## src/rtl/uart_receiver_pkg.sv

```systemverilog
// uart_receiver_pkg: shared UART receive definitions.
// FSM states, frame width and small helpers.
package uart_receiver_pkg;

  localparam int DATA_BITS = 8;

  typedef enum logic [2:0] {
    WAIT_IDLE,
    IDLE,
    START,
    DATA,
    STOP
  } state_t;

  function automatic int div_width(input int div);
    return (div > 1) ? $clog2(div) : 1;
  endfunction

  function automatic logic maj3(input logic a, input logic b, input logic c);
    return (a & b) | (a & c) | (b & c);
  endfunction

endpackage

```

## src/rtl/uart_receiver_if.sv

```systemverilog
// uart_receiver_if: received-byte holding register handshake.
// master drives byte/flags, slave drives ready.
interface uart_receiver_if;
  import uart_receiver_pkg::*;

  logic [DATA_BITS-1:0] data;
  logic                 valid;
  logic                 ready;
  logic                 frame_err;
  logic                 overrun;

  modport master (
    output data,
    output valid,
    output frame_err,
    output overrun,
    input  ready
  );

  modport slave (
    input  data,
    input  valid,
    input  frame_err,
    input  overrun,
    output ready
  );

endinterface

```

## src/rtl/uart_baud_tick.sv

```systemverilog
// uart_baud_tick: free-running divider for sample ticks.
// One-clk tick every CLK_FREQ/(BAUD*OVERSAMPLE) clocks.
module uart_baud_tick
  import uart_receiver_pkg::*;
#(
  parameter int CLK_FREQ   = 100_000_000,
  parameter int BAUD       = 9600,
  parameter int OVERSAMPLE = 16
) (
  input  logic clk,
  input  logic reset_n,
  output logic tick
);

  localparam int DIV = CLK_FREQ / (BAUD * OVERSAMPLE);
  localparam int W   = div_width(DIV);
  localparam logic [W-1:0] LAST = W'(DIV - 1);

  logic [W-1:0] cnt;

  // Divider counter, wraps at its terminal count
  always_ff @(posedge clk or negedge reset_n) begin
    if (!reset_n) begin
      cnt <= '0;
    end else if (cnt == LAST) begin
      cnt <= '0;
    end else begin
      cnt <= cnt + 1'b1;
    end
  end

  assign tick = (cnt == LAST);

endmodule

```

## src/rtl/uart_receiver.sv

```systemverilog
// uart_receiver: 8N1 receive path, 16x oversampled.
// Start check, 3-sample vote, stop check, holding register.
module uart_receiver
  import uart_receiver_pkg::*;
#(
  parameter int CLK_FREQ   = 100_000_000,
  parameter int BAUD       = 9600,
  parameter int OVERSAMPLE = 16
) (
  input  logic            clk,
  input  logic            reset_n,
  input  logic            RxD,
  output logic            busy,
  uart_receiver_if.master rx
);

  localparam int SAMP_W = $clog2(OVERSAMPLE);
  localparam int IDLE_W = $clog2(OVERSAMPLE + 1);
  localparam int IDX_W  = $clog2(DATA_BITS);

  localparam logic [SAMP_W-1:0] S_LAST = SAMP_W'(OVERSAMPLE - 1);
  localparam logic [SAMP_W-1:0] S_V0   = SAMP_W'(OVERSAMPLE / 2 - 1);
  localparam logic [SAMP_W-1:0] S_V1   = SAMP_W'(OVERSAMPLE / 2);
  localparam logic [SAMP_W-1:0] S_V2   = SAMP_W'(OVERSAMPLE / 2 + 1);
  localparam logic [IDLE_W-1:0] I_FULL = IDLE_W'(OVERSAMPLE);
  localparam logic [IDX_W-1:0]  X_LAST = IDX_W'(DATA_BITS - 1);

  logic                 rx_meta;
  logic                 rxs;
  logic                 tick;
  state_t               state;
  state_t               state_nx;
  logic [SAMP_W-1:0]    samp;
  logic [IDLE_W-1:0]    idle_cnt;
  logic [IDX_W-1:0]     idx;
  logic [1:0]           vote;
  logic [DATA_BITS-1:0] shift;
  logic                 deliver;
  logic                 maj;
  logic                 samp_last;
  logic                 idle_ok;
  logic                 stop_ok;
  logic                 stop_bad;

  uart_baud_tick #(
    .CLK_FREQ   (CLK_FREQ),
    .BAUD       (BAUD),
    .OVERSAMPLE (OVERSAMPLE)
  ) u_tick (
    .clk     (clk),
    .reset_n (reset_n),
    .tick    (tick)
  );

  // Two-flop synchroniser; the line idles high
  always_ff @(posedge clk or negedge reset_n) begin
    if (!reset_n) begin
      rx_meta <= 1'b1;
      rxs     <= 1'b1;
    end else begin
      rx_meta <= RxD;
      rxs     <= rx_meta;
    end
  end

  assign maj       = maj3(vote[0], vote[1], rxs);
  assign samp_last = (samp == S_LAST);
  // A full bit of high line: 16 tick periods, i.e. the 17th
  // consecutive high sample, so a lone high data bit never qualifies.
  assign idle_ok   = rxs && (idle_cnt == I_FULL);

  // State register
  always_ff @(posedge clk or negedge reset_n) begin
    if (!reset_n) begin
      state <= WAIT_IDLE;
    end else begin
      state <= state_nx;
    end
  end

  // Next-state decode, advanced on sample ticks only
  always_comb begin
    state_nx = state;
    if (tick) begin
      unique case (state)
        WAIT_IDLE: if (idle_ok) state_nx = IDLE;
        IDLE:      if (!rxs) state_nx = START;
        START: begin
          if (samp == S_V0 && rxs) state_nx = IDLE;
          else if (samp_last) state_nx = DATA;
        end
        DATA: begin
          if (samp_last && idx == X_LAST) state_nx = STOP;
        end
        STOP: begin
          if (samp == S_V2) state_nx = maj ? IDLE : WAIT_IDLE;
        end
        default: state_nx = WAIT_IDLE;
      endcase
    end
  end

  // Output decode: busy and the stop-bit verdict
  always_comb begin
    busy     = 1'b0;
    stop_ok  = 1'b0;
    stop_bad = 1'b0;
    unique case (1'b1)
      (state == START),
      (state == DATA): busy = 1'b1;
      (state == STOP): begin
        busy     = 1'b1;
        stop_ok  = tick && (samp == S_V2) && maj;
        stop_bad = tick && (samp == S_V2) && !maj;
      end
      default: ;
    endcase
  end

  // Sample/idle counters, bit index, votes and shift register
  always_ff @(posedge clk or negedge reset_n) begin
    if (!reset_n) begin
      samp     <= '0;
      idle_cnt <= '0;
      idx      <= '0;
      vote     <= '0;
      shift    <= '0;
    end else if (tick) begin
      samp <= samp_last ? '0 : samp + 1'b1;
      unique case (state)
        WAIT_IDLE: begin
          samp     <= '0;
          idle_cnt <= (!rxs || idle_ok) ? '0 : idle_cnt + 1'b1;
        end
        IDLE: begin
          samp     <= rxs ? '0 : SAMP_W'(1);
          idx      <= '0;
          idle_cnt <= '0;
        end
        START: begin
          if (samp == S_V0 && rxs) samp <= '0;
        end
        DATA, STOP: begin
          if (samp == S_V0) vote[0] <= rxs;
          if (samp == S_V1) vote[1] <= rxs;
          if (state == DATA && samp == S_V2) shift[idx] <= maj;
          if (state == DATA && samp_last && idx != X_LAST) idx <= idx + 1'b1;
          if (state == STOP && samp == S_V2) samp <= '0;
        end
        default: ;
      endcase
    end
  end

  // Delivery strobe and framing pulse, one clk after the stop decision
  always_ff @(posedge clk or negedge reset_n) begin
    if (!reset_n) begin
      deliver      <= 1'b0;
      rx.frame_err <= 1'b0;
    end else begin
      deliver      <= stop_ok;
      rx.frame_err <= stop_bad;
    end
  end

  // Holding register: load, drop-with-overrun, or accept
  always_ff @(posedge clk or negedge reset_n) begin
    if (!reset_n) begin
      rx.data    <= '0;
      rx.valid   <= 1'b0;
      rx.overrun <= 1'b0;
    end else if (deliver) begin
      if (!rx.valid || rx.ready) begin
        rx.data  <= shift;
        rx.valid <= 1'b1;
      end else begin
        rx.overrun <= 1'b1;
      end
    end else if (rx.valid && rx.ready) begin
      rx.valid   <= 1'b0;
      rx.overrun <= 1'b0;
    end
  end

endmodule
```

## src/flat_wrapper.sv

```systemverilog
// flat-port wrapper written by rule: the top's interface ports become plain ports
module uart_receiver_flat import uart_receiver_pkg::*;
#(
  parameter int CLK_FREQ   = 100_000_000,
  parameter int BAUD       = 9600,
  parameter int OVERSAMPLE = 16
)
  (clk, reset_n, RxD, busy, rx_data, rx_valid, rx_frame_err, rx_overrun, rx_ready);
  uart_receiver_if rx_i ();
  input  logic clk;
  input  logic reset_n;
  input  logic RxD;
  output logic busy;
  output wire logic [$bits(rx_i.data)-1:0] rx_data;
  output wire logic [$bits(rx_i.valid)-1:0] rx_valid;
  output wire logic [$bits(rx_i.frame_err)-1:0] rx_frame_err;
  output wire logic [$bits(rx_i.overrun)-1:0] rx_overrun;
  input wire logic [$bits(rx_i.ready)-1:0] rx_ready;
  assign rx_data = rx_i.data;
  assign rx_valid = rx_i.valid;
  assign rx_frame_err = rx_i.frame_err;
  assign rx_overrun = rx_i.overrun;
  assign rx_i.ready = rx_ready;
  uart_receiver #(.CLK_FREQ(CLK_FREQ), .BAUD(BAUD), .OVERSAMPLE(OVERSAMPLE)) u_core (.clk(clk), .reset_n(reset_n), .RxD(RxD), .busy(busy), .rx(rx_i));
endmodule
```

## config.mk

```make
export PLATFORM = sky130hd
export DESIGN_NAME = uart_receiver_flat
export DESIGN_NICKNAME = d
export VERILOG_FILES = /design/src/rtl/uart_receiver_pkg.sv /design/src/rtl/uart_receiver_if.sv /design/src/rtl/uart_baud_tick.sv /design/src/rtl/uart_receiver.sv /design/src/flat_wrapper.sv
export SDC_FILE = /design/constraint.sdc
export NUM_CORES = 1
export LEC_CHECK = 0
export ABC_AREA = 1
export CAP_MARGIN = 20
export CELL_PAD_IN_SITES_DETAIL_PLACEMENT = 1
export CELL_PAD_IN_SITES_GLOBAL_PLACEMENT = 2
export CORE_AREA = 2 2 94 96
export CTS_CLUSTER_SIZE = 28
export DETAILED_ROUTE_END_ITERATION = 16
export DIE_AREA = 0 0 96 98
export PLACE_DENSITY = 0.72
export SLEW_MARGIN = 10
export SYNTH_ARGS = -nofsm -noshare
export SYNTH_HDL_FRONTEND = slang
export SYNTH_SLANG_ARGS = --single-unit
export TNS_END_PERCENT = 1
```

## constraint.sdc

```tcl
create_clock -name clk -period 2.4 [get_ports clk]
set_input_delay 0.48 -clock clk [delete_from_list [all_inputs] [get_ports clk]]
set_output_delay 0.48 -clock clk [all_outputs]
set_load 0.1 [all_outputs]
```

* Yosys cells after proc, flatten, opt, wreduce, memory -nomap -nowiden
Index checks and enable logic that the tools add are counted.
** Word-level totals
- Input bits :: 4
- Register bits after elaboration :: 49
- Output and inout bits :: 12
- Logic and storage cells :: 107
** Cells by class
- Reduce and logical (&&, ||, !) cells :: 32
- $add $sub $neg :: 4
- Muxes and demuxes :: 29
- Equality and inequality tests :: 20
- Bitwise operators :: 5
- $lt $le $gt $ge :: 2
** Operator list (number)
- two-way mux 3 bit :: 7
- one-hot mux 4 bit (4 select lines) :: 1
- one-hot mux 3 bit (5 select lines) :: 1
- == test 4 bit, second input constant :: 3
- logical AND 1 bit :: 12
- two-way mux 4 bit :: 3
- AND reduction 3 bit :: 4
- two-way mux 1 bit :: 11
- adder 10 x 1 -> 10 bit, second input constant :: 1
- == test 10 bit, second input constant :: 1
- two-way mux 10 bit :: 1
- one-hot mux 5 bit (2 select lines) :: 1
- bitwise mux 8 bit :: 1
- != test 2 x 1 -> 1 bit, second input constant :: 4
- AND reduction 2 bit :: 4
- == test 3 x 2 -> 1 bit, second input constant :: 2
- == test 3 bit, second input constant :: 2
- != test 2 bit, second input constant :: 3
- one-hot mux 3 bit (2 select lines) :: 1
- AND reduction 6 bit :: 1
- nonzero test 2 bit :: 3
- adder 5 x 1 -> 5 bit, second input constant :: 1
- == test 5 bit, second input constant :: 1
- two-way mux 5 bit :: 1
- 16 further kinds :: 22

* Longest topological paths before layout
Gate-level depths: netlist of run 1.
- Depth in word-level cells :: 6
- Mapped depth :: 11
- Gate-level depth less buffers :: 11

* Cells and area by module
From an unflattened synthesis of run 1, not the netlist that was laid out.
** Second synthesis, totals
- Cell total of the unflattened synthesis :: 309
- Area total of the unflattened synthesis :: 2585.0 um^2
** By module, submodules not included
- uart_receiver :: sequential area each 978.4 um^2, area each 2062.0 um^2, cells each 247, instances 1
- uart_baud_tick :: sequential area each 250.2 um^2, area each 523.0 um^2, cells each 62, instances 1

* Worst setup path after synthesis of run 1
No wires, ideal clock.
- Path type :: register to output
- Start :: register u_core.state[1]
- End :: output port busy
- Cell stages (with the launch flop) :: 7
- Slack :: 0.391 ns
- Arrival :: 1.529 ns
- Cells stage by stage :: dfrtp_1 -> buf_6 -> nor2_1 -> nand2_1 -> nand2_2 -> inv_2 -> nand2_1
** Between the ends
- Cells in the longest elaborated chain, start to end :: 3
** Ends and longest elaborated chain
- start, declared :: RTL line uart_receiver.sv:31 : state_t state;
- start signal, assigned :: RTL line uart_receiver.sv:77 : state <= state_nx;
- == test 3 bit (tied with other cells) :: RTL line uart_receiver.sv:111 : (state == STOP): begin
- OR reduction 3 bit (no line) *
- two-way mux 1 bit * :: RTL line uart_receiver.sv:108 : unique case (1'b1)
- end, declared :: RTL line flat_wrapper.sv:13 : output logic busy;
Every way passes the cells marked *; elsewhere a longest branch is shown, timed or not.

* Worst setup path in the final report of run 1
Ends and elaborated chain as after synthesis.

==> results.yml, run 1 <==
synth:
  syn-num-nets: 328
  synth_xor_area_share_pct: 2.02
  syn_inst: 315
  synthMuxAreaShare_pct: 3.46
  synth.top_cells.by_count: "nand2_1, dfrtp_1, nor2_1, inv_1, nand3_1"
  synth_seq_area_share_pct: 47.2
  yosysMostFrequentCell: "nand2_1"
  synth_edf_count: 0
  synth_adder_area_share_pct: 4.33
  synthArstFlopShare_pct: 100
  ys_top_cells_by_area: "dfrtp_1, nand2_1, nand3_1, nor2_1, inv_1"
  syn_avg_cell_area_sq_um: 8.26
  synth_compound_area_share_pct: 5.44
  yosysTopAreaCell: "dfrtp_1"
  syn-cell-area_sq_um: 2600
  ys_ff_latch: 49
  synth_cell_type_count: 28
  synth_top_family_by_area: "simple AND/OR/NAND/NOR gates"
  yosys_warnings: 0
  ys.flop_type: "dfrtp_1"
  synthSimpleGateAreaFrac_pct: 30.6
  synth.top_cell.area_share_pct: 45.2
finish:
  multiInputGateArea_sq_um: 1190
  fillers: 1018
  regArea_sq_um: 1230
  final_nets: 347
  design_area_sq_um: 2960
  syn_to_final_growth_pct: 13.9
  drive_gt1_share_pct: 15.5
  antenna_cells: 0
clock_network:
  cts-root-buf: "clkbuf_8"
  cts_buffer_depth: 2
  clk_latency_ns: 0.30
  cts_setup_buffers: 0
  numCtsBuffers: 5
  cts_tree: "yes"
  cts.sinks: 49
  cts_resized: 0
  hold_buffers: 0
  htreeDepth: 2
  clk_pin_slew_ns: 0.10
timing:
  final.period_utilization_pct: 87.9
  tightest_slew_ns: 0.585
  max_clock_freq_mhz: 474
  fin_crit_ns: 2.11
  skew_ns: 0.00570
  holdWs_ns: 0.0183
  tns_ns: 0
  setup_violations: 0
  hold_viol_final: 0
  grt_setup_unrepaired: "false"
  relSlewSlack_pct: 61.0
  slew_viol_final: 0
  fin_ws_ns: 0.291
die:
  initial_core_util_pct: 30.7
  core-area_sq_um: 8470
  num_rows: 34
  die_area_sq_um: 9410
  boundaryPins: 16
  die-height_um: 98
  die_w_um: 96
global_route:
  antenna_found_initial: 0
  grt_max_degree: 29
  grt_pass1_vias: 2146
  gr-total-overflow: 0
  grt_pass1_wl_mm: 10.1
  grt_usage_pct: 13.5
worst_setup_path:
  worstReg2RegStart: "u_core.u_tick.cnt[0]"
  crit_start: "u_core.state[1]"
  start_kind: "flop"
  r2r-end: "u_core.idx[1]"
  reg2reg_depth: 9
  critPathRequiredTime_ns: 1.92
  critical_path_class: "reg2out"
  cp-endpoint: "busy"
  cp-end-kind: "output port"
  cp_max_fo: 9
  ff2ff_setup_slack_ns: 0.64
  critPathArrivalTime_ns: 1.63
pwr:
  total_power_w: 0.00151
  pwr_density_cell_nw_per_um2: 510
  irDropWorstVdd_mv: 0.197
  p_leak_nw: 1.41
routing:
  antenna_left: 0
  drc: 0
  vias: 2066
  via_per_inst: 4.66
  finalWirelength_mm: 5.78
  drtIter0Drc: 57
  drtPass1Iterations: 4
  wire_per_inst_um: 13.1
placement:
  placed_cell_area_sq_um: 2840
  gp_congestion: 0.742
  place.detailed.hpwl_mm: 4.36
  post-place-ws_ns: 0.536
  port_buffers: 15
outcome:
  outcome: "finished, final reports clean"
min_path:
  holdCritPathClass: "in2async"
flow_run:
  cap_violations: 0
==> logic make-up (layout without fill, tap and decap cells) <==
kind of cell	count (synthesis)	after routing
flip-flops	49	49
AND/OR/NAND/NOR	174	174
AO/OA/AOI/OAI	27	27
XOR/XNOR	6	6
adder cells (fa/ha/maj)	9	9
buffers and inverters	42	62
multiplexers	8	8
==> cells in the final DEF (no fill, tap or decap) <==
cell type and n:
inv_2 4, ha_1 9, bufinv_16 1, inv_1 32, clkbuf_8 6, nand2_2 2
or2_1 1, nor2_4 2, clkdlybuf4s50_1 2, buf_2 1, nand3_1 28, dfstp_2 2
nor3_1 5, xnor2_1 3, nand2_1 83, nor3_4 1, o21ai_0 20, nor2_2 3
nor3_2 3, nor2_1 33, mux2_2 8, dfrtp_1 47, nand3_2 2, o21a_1 1
xor2_1 3, a21oi_1 5, clkinvlp_4 1, nand4_1 11, buf_12 1, o21ai_2 1
buf_4 14
==> worst max-delay path, cell delays in order, from the launching register on <==
cell and delay (ns):
dfrtp_1 0.51, nor2_1 0.19, nand2_1 0.14, nand2_2 0.12
inv_2 0.07, nand2_1 0.12, buf_12 0.19
==> power breakdown <==
group	total [W]	switching [W]	internal (W)
clock network	0.000628	0.000289	0.000339
logic	0.0000479	0.0000380	0.00000992
registers	0.000834	0.00000362	0.000830
==> per-stage QoR <==
step	utilization (%)	instances
final	35.0	443
after global placement	33.6	435
after floorplan	-	315
after CTS	35.0	443
after detailed placement	33.6	435
after global routing	35.0	443
==> layout make-up <==
class | instances | area share (%)
Multi-Input combinational cell | 224 | 40.3
Timing Repair Buffer | 18 | 5.07
Clock buffer | 6 | 2.79
Clock inverter | 2 | 1.27
Tap cell | 108 | 4.56
Inverter | 36 | 4.56
Sequential cell | 49 | 41.5
==> layer usage <==
| metal | track usage [%] | up-vias | share of wire, % |
|---|---|---|---|
| li1 | - | 1050 | - |
| met1 | 18.5 | 999 | 49 |
| met2 | 21.8 | 13 | 48 |
| met3 | 2.78 | 4 | 1.8 |
| met4 | 3.30 | 0 | 0.88 |
| met5 | 0 | - | 0 |
==> registers in the layout, indices dropped and copies added, names as in the netlist <==
signal	flops
u_core.u_tick.cnt	10
u_core.rx.data	8
u_core.shift	8
u_core.idle_cnt	5
u_core.samp	4
u_core.idx	3
u_core.state	3
u_core.vote	2
u_core.deliver	1
u_core.rx.frame_err	1
u_core.rx.overrun	1
u_core.rx.valid	1
u_core.rx_meta	1
u_core.rxs	1
==> worst min-delay path by stage <==
| stage | cells after the start | slack [ns] | from | to |
|---|---|---|---|---|
| after floorplan | 0 | 0.18 | reset_n | u_core.deliver |
| after global placement | 1 | 0.35 | reset_n | u_core.idle_cnt[4] |
| after detailed placement | 1 | 0.35 | reset_n | u_core.idle_cnt[4] |
| after CTS | 1 | 0.02 | reset_n | u_core.idle_cnt[4] |
| after global routing | 1 | 0.02 | reset_n | u_core.idle_cnt[4] |
| final | 1 | 0.02 | reset_n | u_core.idle_cnt[4] |
(Power assumes the default switching activity.)
==> inputs of run 2 (changes only) <==
GPL_TIMING_DRIVEN = 0   (was unset)
REMOVE_ABC_BUFFERS = 1   (was unset)
==> results.yml, run 2 (synthesized netlist as in run 1, its figures left out) <==
outcome:
  outcome: "finished, final reports clean"
worst_setup_path:
  r2r-end: "u_core.idx[1]"
  cp-endpoint: "rx_overrun"
  cp_max_fo: 3
  worst-path-stages: 1
  ff2ff_setup_slack_ns: 0.32
  start_kind: "flop"
  critPathArrivalTime_ns: 1.81
  critical_path_class: "reg2out"
  cp-end-kind: "output port"
  worst-path-buf-inv: 1
  path_cells: "clkdlybuf4s50_1"
  cp_top_family: "buffers and inverters"
  crit_start: "u_core.rx.overrun"
  max_stage_delay_ns: 1.13
  worstReg2RegStart: "u_core.u_tick.cnt[0]"
  slowest_stage: "clkdlybuf4s50_1"
  reg2reg_depth: 9
  critPathRequiredTime_ns: 1.92
timing:
  fin_crit_ns: 2.29
  skew_ns: 0.0105
  max_clock_freq_mhz: 437
  slew_viol_final: 0
  hold_viol_final: 0
  fin_ws_ns: 0.114
  tns_ns: 0
  setup_violations: 0
  tightest_slew_ns: 0.968
  grt_setup_unrepaired: "false"
  relSlewSlack_pct: 35.2
  final.period_utilization_pct: 95.3
die:
  num_rows: 34
  die-height_um: 98
  die_w_um: 96
  core-area_sq_um: 8470
  die_area_sq_um: 9410
  initial_core_util_pct: 30.7
  boundaryPins: 16
finish:
  final_nets: 345
  largest_register_ffs: 10
  top_regs: "u_core.u_tick.cnt (10), u_core.rx.data (8), u_core.shift (8)"
  antenna_cells: 0
  design_area_sq_um: 2990
  layout_commonest_cell: "nand2_1"
  drive_gt1_share_pct: 11.7
  syn_to_final_growth_pct: 15.0
  top_register: "u_core.u_tick.cnt"
  final_cells: 441
  layout_common_cells: "nand2_1, dfrtp_1, nor2_1, inv_1, nand3_1"
routing:
  antenna_left: 0
  drc: 0
  wire_per_inst_um: 12.8
  via_per_inst: 4.59
  finalWirelength_mm: 5.65
  drtPass1Iterations: 4
  vias: 2026
  drtIter0Drc: 89
placement:
  gp_congestion: 0.770
  place.detailed.hpwl_mm: 4.23
  place_inst: 433
  port_buffers: 15
  placed_cell_area_sq_um: 2860
  post-place-ws_ns: -0.290
clock_network:
  hold_buffers: 0
  numCtsBuffers: 5
  cts_tree: "yes"
  clk_latency_ns: 0.31
  htreeDepth: 2
  cts_buffer_depth: 2
  cts_setup_buffers: 0
  cts.sinks: 49
  cts_resized: 5
  clk_pin_slew_ns: 0.10
  cts-root-buf: "clkbuf_8"
global_route:
  antenna_found_initial: 0
  grt_usage_pct: 13.5
  gr-total-overflow: 0
  grt_pass1_vias: 2109
  grt_max_degree: 30
  grt_pass1_wl_mm: 10.0
min_path:
  holdCritPathClass: "in2async"
pwr:
  p_leak_nw: 1.40
  total_power_w: 0.00160
  irDropWorstVdd_mv: 0.235
  pwr_density_cell_nw_per_um2: 535
flow_run:
  cap_violations: 0
[run 2: cell count changes in the layout (fill, tap and decap cells not counted), sizes merged]
cell	before	now
buf	16	2
clkinvlp	1	0
inv	36	37
clkdlybuf4s50	2	13
bufinv	1	2
[run 2: metal layers]
metal  vias up  part of all wire [%]  GRT usage [%]
met2        17                    44           20.2
met4         0                   1.5           4.62
li1       1046                     -              -
met3         5                   2.2           2.55
met1       958                    52           19.4
met5         -                     0              0
[run 2: per-stage QoR]
step / utilization, % / hold WS (ns)
final: 35.3 / 0.136
after global routing: 35.3 / 0.154
after CTS: 35.3 / 0.134
after detailed placement: 33.7 / 0.348
after global placement: 33.6 / 0.347
after floorplan: - / 0.184
[run 2: worst min path at each step]
stage                      endpoint  cells past startpoint
2_1_floorplan        u_core.deliver                      0
3_3_place_gp             u_core.rxs                      0
3_5_place_dp             u_core.rxs                      0
4_1_cts        u_core.u_tick.cnt[4]                      1
5_1_grt        u_core.u_tick.cnt[3]                      1
6_report       u_core.u_tick.cnt[3]                      1
[run 2: cell type report]
type / instances / area [sq um]
Multi-Input combinational cell: 224 / 1190
Inverter: 36 / 135
Clock inverter: 3 / 68.8
Timing Repair Buffer: 16 / 163
Tap cell: 108 / 135
Clock buffer: 5 / 68.8
Sequential cell: 49 / 1230
Fill cell: 1029 / 5470
[run 2: power by group]
group / switching [W] / internal [W]
Sequential: 0.00000366 / 0.000830
Clock: 0.000298 / 0.000420
Combinational: 0.0000374 / 0.0000118
